==> config.mk <==
export PLATFORM = sky130hd
export DESIGN_NAME = vga_sync_decoder
export DESIGN_NICKNAME = d
export VERILOG_FILES = /design/src/rtl/vga_sync_decoder.sv
export SDC_FILE = /design/constraint.sdc
export NUM_CORES = 1
export LEC_CHECK = 0
export CAP_MARGIN = 10
export CORE_MARGIN = 2
export CORE_UTILIZATION = 45
export DETAILED_ROUTE_END_ITERATION = 8
export PLACE_DENSITY = 0.81
export SLEW_MARGIN = 20
export SYNTH_ARGS = -nofsm -noshare
export SYNTH_HDL_FRONTEND = slang
export SYNTH_SLANG_ARGS = --single-unit
==> constraint.sdc <==
create_clock -name clock -period 3.4 [get_ports clock]
set_input_delay 1.02 -clock clock [delete_from_list [all_inputs] [get_ports clock]]
set_output_delay 1.02 -clock clock [all_outputs]
set_load 0.02 [all_outputs]
==> src/rtl/vga_sync_decoder.sv <==
// VGA timing decoder: locks to incoming hsync/vsync/blank timing and captures
// active pixels with their (x, y) coordinates once the timing has proven stable.
module vga_sync_decoder #(
  parameter int H_ACTIVE    = 640,
  parameter int V_ACTIVE    = 480,
  parameter int LOCK_FRAMES = 2
) (
  input  logic       clock,
  input  logic       reset,
  input  logic       pix_en,
  input  logic       hsync,
  input  logic       vsync,
  input  logic       blank,
  input  logic [7:0] color_in,
  output logic [9:0] x,
  output logic [9:0] y,
  output logic [7:0] pixel,
  output logic       pixel_valid,
  output logic       frame_start,
  output logic       locked,
  output logic [7:0] err_count
);

  localparam int          GW       = $clog2(LOCK_FRAMES + 1);
  localparam logic [9:0]  H_TARGET = 10'(H_ACTIVE);
  localparam logic [9:0]  V_TARGET = 10'(V_ACTIVE);
  localparam logic [9:0]  CNT_MAX  = 10'h3FF;

  typedef enum logic [1:0] {SEARCH, CHECK, LOCKED} state_t;

  state_t        state;
  logic          hs_q, vs_q;
  logic [9:0]    hcnt, vcnt;
  logic [GW-1:0] good_frames;
  logic          bad_line_seen;

  logic          h_fall, v_fall, active_line, line_bad, frame_good, capture;
  logic [9:0]    vcnt_eff;

  // The frame check sees the row count as if the coincident line check had
  // already been applied, so a line ending on the vsync edge still counts.
  // NOTE: every signal gets a value on every path here, so no latch can form.
  always_comb begin
    h_fall      = pix_en & hs_q & ~hsync;
    v_fall      = pix_en & vs_q & ~vsync;
    active_line = h_fall && (hcnt != '0);
    line_bad    = active_line && (hcnt != H_TARGET);
    vcnt_eff    = (active_line && vcnt != CNT_MAX) ? vcnt + 10'd1 : vcnt;
    frame_good  = (vcnt_eff == V_TARGET) && !bad_line_seen && !line_bad;
    capture     = pix_en && blank && (state == LOCKED) &&
                  (hcnt < H_TARGET) && (vcnt < V_TARGET);
  end

  // NOTE: all state uses non-blocking assignments so every register samples
  // the pre-edge values, regardless of statement order in this block.
  always_ff @(posedge clock or negedge reset) begin
    if (!reset) begin
      state         <= SEARCH;
      hs_q          <= 1'b1;
      vs_q          <= 1'b1;
      hcnt          <= '0;
      vcnt          <= '0;
      good_frames   <= '0;
      bad_line_seen <= 1'b0;
      locked        <= 1'b0;
      pixel_valid   <= 1'b0;
      frame_start   <= 1'b0;
      x             <= '0;
      y             <= '0;
      pixel         <= '0;
      err_count     <= '0;
    end else begin
      pixel_valid <= capture;
      frame_start <= 1'b0;

      if (capture) begin
        x     <= hcnt;
        y     <= vcnt;
        pixel <= color_in;
      end

      if (pix_en) begin
        hs_q <= hsync;
        vs_q <= vsync;

        if (h_fall)                       hcnt <= '0;
        else if (blank && hcnt != CNT_MAX) hcnt <= hcnt + 10'd1;

        if (v_fall)                                     vcnt <= '0;
        else if (active_line && vcnt != CNT_MAX)        vcnt <= vcnt + 10'd1;

        if (v_fall)        bad_line_seen <= 1'b0;
        else if (line_bad) bad_line_seen <= 1'b1;
      end

      unique case (state)
        SEARCH: begin
          if (v_fall) begin
            good_frames <= '0;
            state       <= CHECK;
          end
        end
        CHECK: begin
          if (line_bad || (v_fall && !frame_good)) begin
            good_frames <= '0;
            state       <= SEARCH;
          end else if (v_fall) begin
            good_frames <= good_frames + 1'b1;
            if (good_frames == GW'(LOCK_FRAMES - 1)) begin
              state  <= LOCKED;
              locked <= 1'b1;
            end
          end
        end
        LOCKED: begin
          if (line_bad || (v_fall && !frame_good)) begin
            state       <= SEARCH;
            locked      <= 1'b0;
            good_frames <= '0;
            if (err_count != 8'hFF) err_count <= err_count + 8'd1;
          end else if (v_fall) begin
            frame_start <= 1'b1;
          end
        end
        default: begin
          state  <= SEARCH;
          locked <= 1'b0;
        end
      endcase
    end
  end

endmodule

# Word-level counts from Yosys, hierarchy flattened

Cells that the tools add are included.

Output and inout bits: 39
Flip-flop bits (word level): 66
Input bits: 14
Logic and storage cells: 92

Bitwise gates (word level): 7
$lt $le $gt $ge: 2
Reductions and logical operators: 26
Multiplexer cells: 24
Add/subtract/negate cells: 4
Equal/unequal tests: 15

Operator list:

| kind                    | count |
|---|---|
| $mux W10                | 4 |
| $ne A10 B10 Y1 const B  | 3 |
| $add A10 B1 Y10 const B | 2 |
| $mux W2                 | 8 |
| $pmux W2 S3             | 2 |
| $logic_and A1 B1 Y1     | 11 |
| $eq A10 B9 Y1 const B   | 1 |
| $lt A10 B10 Y1 const B  | 1 |
| $lt A10 B9 Y1 const B   | 1 |
| $reduce_bool A10 Y1     | 1 |
| $mux W1                 | 9 |
| $add A8 B1 Y8 const B   | 1 |
| $ne A2 B2 Y1 const B    | 4 |
| $ne A8 B8 Y1 const B    | 1 |
| $reduce_and A4 Y1       | 2 |
| $ne A3 B3 Y1 const B    | 2 |
| $reduce_and A5 Y1       | 1 |
| $and A1 B1 Y1           | 4 |
| $eq A2 B1 Y1 const B    | 2 |
| $reduce_and A2 Y1       | 2 |
| $reduce_bool A2 Y1      | 2 |
| $logic_not A1 Y1        | 3 |
| $not A1 Y1              | 3 |
| $pmux W1 S3             | 1 |
| other kinds (7)         | 7 |

# Depth between registers and ports, before layout

Word-level depth: 13
Gate-level depth with buffers: 10
Gate-level depth less buffers: 9

# Worst setup path after synthesis

OpenSTA, ideal clock, no wires.

Path type: input to register
Start: input hsync
End: register err_count[4]
Setup time: 0.130 ns
Buffers on the path: 0
Arrival: 2.756 ns
Data required time: 3.270 ns
Setup slack: 0.514 ns
Cell stages on the path: 7
Cells stage by stage: nand3b_1 -> a31oi_1 -> nand3_1 -> a31oi_1 -> nor4b_4 -> or4_1 -> xnor2_1

Longest elaborated chain between the ends: 12
Elaborated cells between the ends (all ways): 14
Classes of those cells: eq/ne: 1; mux: 1; bitwise: 2; reduce/logical: 10

RTL lines:

| what                                 | line | RTL |
|---|---|---|
| from (decl)                          | 11   | `input logic hsync,` |
| $not A1 Y1 *                         | 44   | `h_fall = pix_en & hs_q & ~hsync;` |
| $and A1 B1 Y1 *                      | 44   |  |
| $logic_and A1 B1 Y1 *                | 46   | `active_line = h_fall && (hcnt != '0);` |
| $logic_and A1 B1 Y1                  | 48   | `vcnt_eff = (active_line && vcnt != CNT_MAX) ? vcnt + 10'd1 : vcnt;` |
| $mux W10                             | -    |  |
| $eq A10 B9 Y1                        | 49   | `frame_good = (vcnt_eff == V_TARGET) && !bad_line_seen && !line_bad;` |
| $logic_and A1 B1 Y1 (2 in a row)     | 49   |  |
| $logic_not A1 Y1                     | 116  | `if (line_bad \|\| (v_fall && !frame_good)) begin` |
| $logic_and A1 B1 Y1                  | 116  |  |
| $logic_or A1 B1 Y1 *                 | 116  |  |
| $reduce_and A3 Y1 (no source line) * | -    |  |
| to (signal assigned)                 | 120  | `if (err_count != 8'hFF) err_count <= err_count + 8'd1;` |
| to (decl)                            | 21   | `output logic [7:0] err_count` |

Mark *: on every way between the ends. The rest lies on a longest branch, timed or not.
A chain may end at the register's enable or synchronous reset.

# Worst setup path in the final report

Start: input hsync
End: register err_count[2]

Same word-level chain as after synthesis.

==> metrics.yaml <==
setup_path:
  slowest_delay_ns: 0.43
  critPathRequiredTime_ns: 3.66
  startpoint_type: "input pin"
  cp_max_fo: 6
  crit_type: "in -> reg"
  arrival_ns: 3.35
  cp_cell_sequence: "clkdlybuf4s50_1 -> nand3b_1 -> a31oi_1 -> buf_4 -> nor3_1 -> a31oi_1 -> nor4b_4 -> buf_4 -> nor4b_1 -> xor2_1"
  cp_slowest_cell: "clkdlybuf4s50_1"
  reg2reg_depth: 8
  crit_path_end_kind: "register"
layout:
  diodes: 0
  nFillCells: 595
  syn2layout_area_growth_pct: 26.1
  finalNetCount: 379
  multi_input_area_um2: 1440
  drive_gt1_frac: 0.170
  regArea_um2: 1650
  fin_util: 0.588
synthesis:
  yosys-top-cells-count: "64 x dfrtp_1, 26 x nand2_1, 24 x nor2_1"
  synth_nets: 317
  ys_warn_count: 0
  ys_types: 46
  synth_seq_cells: 66
  syn_area_per_cell_um2: 10.7
  synth_edf_count: 0
  yosys.area.top_type: "dfrtp_1"
  synthCells: 298
  synth_top_area_frac: 0.502
  synth_area_leaders: "dfrtp_1 50%, mux2_2 8.1%, xnor2_1 3.3%, nand2_1 3.1%, nor2_1 2.8%"
  seq_area_frac_synth: 0.519
  async_flop_share: 1.00
  syn_area_um2: 3190
  ys.flop_type: "dfrtp_1"
  yosysMostFrequentCell: "dfrtp_1"
power_and_ir_drop:
  ir_worst_vdd_v: 0.000312
  p_leak_uw: 0.00180
  power-per-cell-area_nw_per_um2: 412
timing:
  relSlewSlack: 0.541
  skew_ns: 0.00901
  worstMarginPinSlew_ns: 0.688
  min_period_ns: 3.09
  setup_viol: 0
  fin_crit_sh: 0.908
  final-max-slew-violation-count: 0
  tns_ns: 0
  rsz0062_at_grt: "false"
  max_freq_ghz: 0.324
  finalHoldViolations: 0
die:
  die_w_um: 88.2
  ios: 53
  core_area_um2: 6830
  start_util: 0.467
  die_y_um: 88.2
  die_area_um2: 7770
  rows: 30
grt:
  grt_pass1_wl_um: 11500
  grt_usage: 0.193
  overflow: 0
  grt_antenna_before_repair: 0
  grt_max_degree: 32
  first_global_vias: 2457
clocking:
  clockBufferDepth: 2
  cts_tree: "done"
  cts_made_buffers: 9
  ctsHoldBuffers: 0
  cts.htree.levels: 3
  clock_sinks: 66
  post_cts_buffers: 0
  clkTransAtPathRegs_ns: 0.07
  cts_root_buffer: "clkbuf_8"
  clock_latency_ns: 0.33
  cts_resized: 0
routing:
  routed_wl_um: 6750
  post_drt_via_cell_ratio: 5.36
  wl_per_cell_um: 14.6
  drt_iter0_markers: 125
  vias: 2469
  drc: 0
  ant_nets: 0
  drt_pre_antenna_iters: 4
flow_run:
  cap_violations: 0
worst_hold_path:
  hold_depth: 1
  hp-class: "reg -> reg"
place:
  gp_congestion: 0.846
  dp_hpwl_um: 4900
  io_buffers: 52
status:
  outcome: "finished clean"
[sequential cells by signal (all words and copies together) (netlist names), 2 cells and up]
signal       flops
y               10
pixel            8
hcnt            10
err_count        8
state            2
vcnt            10
x               10
good_frames      2
[metal layers]
metal,global-route usage,routed length [µm]
met5,0,0
met4,0.0689,80
met3,0.0537,382
met2,0.312,3260
met1,0.249,3030
[cell type report]
type	instances	area share
Inverter	10	0.00934
Tap cell	96	0.0299
Sequential cell	66	0.412
Timing Repair Buffer	64	0.151
Multi-Input combinational cell	209	0.357
Clock inverter	3	0.00436
Clock buffer	13	0.0370
[per-stage QoR]
stage	hold slack, ns	worst slack [ns]	power (µW)	cell area, µm²	cells
3_5_place_dp	0.479	-0.0306	1100	3850	445
4_1_cts	0.495	0.323	1670	4020	461
3_3_place_gp	0.478	0.0383	1090	3850	445
2_1_floorplan	0.474	0.514	1020	3190	298
5_1_grt	0.499	0.0824	1740	4020	461
6_report	0.486	0.314	1650	4020	461
[critical path, delay by kind of cell]
kind / cells / cell delay [ns]
xor gates and xnor gates: 1 / 0.17
buffers and inverters: 3 / 0.79
AOI/OAI and AO/OA: 2 / 0.61
and+or+nand+nor: 4 / 0.77
[cell usage in the layout, fill, tap and decap left out, drive strengths merged, types with 3 or more instances in the layout]
cell	n
a21oi	15
a31oi	7
and2	4
and3	6
buf	13
clkbuf	13
clkdlybuf4s50	51
dfrtp	64
ha	5
inv	10
mux2	24
nand2	26
nand3	10
nand4	5
nor2	24
nor2b	6
nor3	6
nor4b	6
o21ai	14
or2	3
or3	6
xnor2	12
xor2	9
[where the power goes]
| part | switching, µW | internal [µW] |
|---|---|---|
| registers | 55.8 | 828 |
| clock network | 284 | 283 |
| logic | 106 | 97.0 |
[cell families (layout without fill, tap and decap cells)]
family                     Yosys count  count (layout)  synth area share
buffers and inverters               23              90            0.0310
adders and majority gates            5               5            0.0196
AOI/OAI and AO/OA                   45              45            0.0860
and+or+nand+nor                    113             113             0.199
muxes                               25              25            0.0879
xor gates and xnor gates            21              21            0.0577
DFF                                 66              66             0.519
[worst paths after layout]
kind | start | endpoint | slack [ns]
worst max-delay path | hsync | err_count[2] | 0.31
worst min-delay path | y[9] | y[9] | 0.49
worst max register to register | vcnt[1] | err_count[1] | 0.73
worst min register to register | y[9] | y[9] | 0.49
max in group asynchronous | reset | vs_q | 2.00
min in group asynchronous | reset | hcnt[9] | 0.65
(Power assumes the default switching activity.)
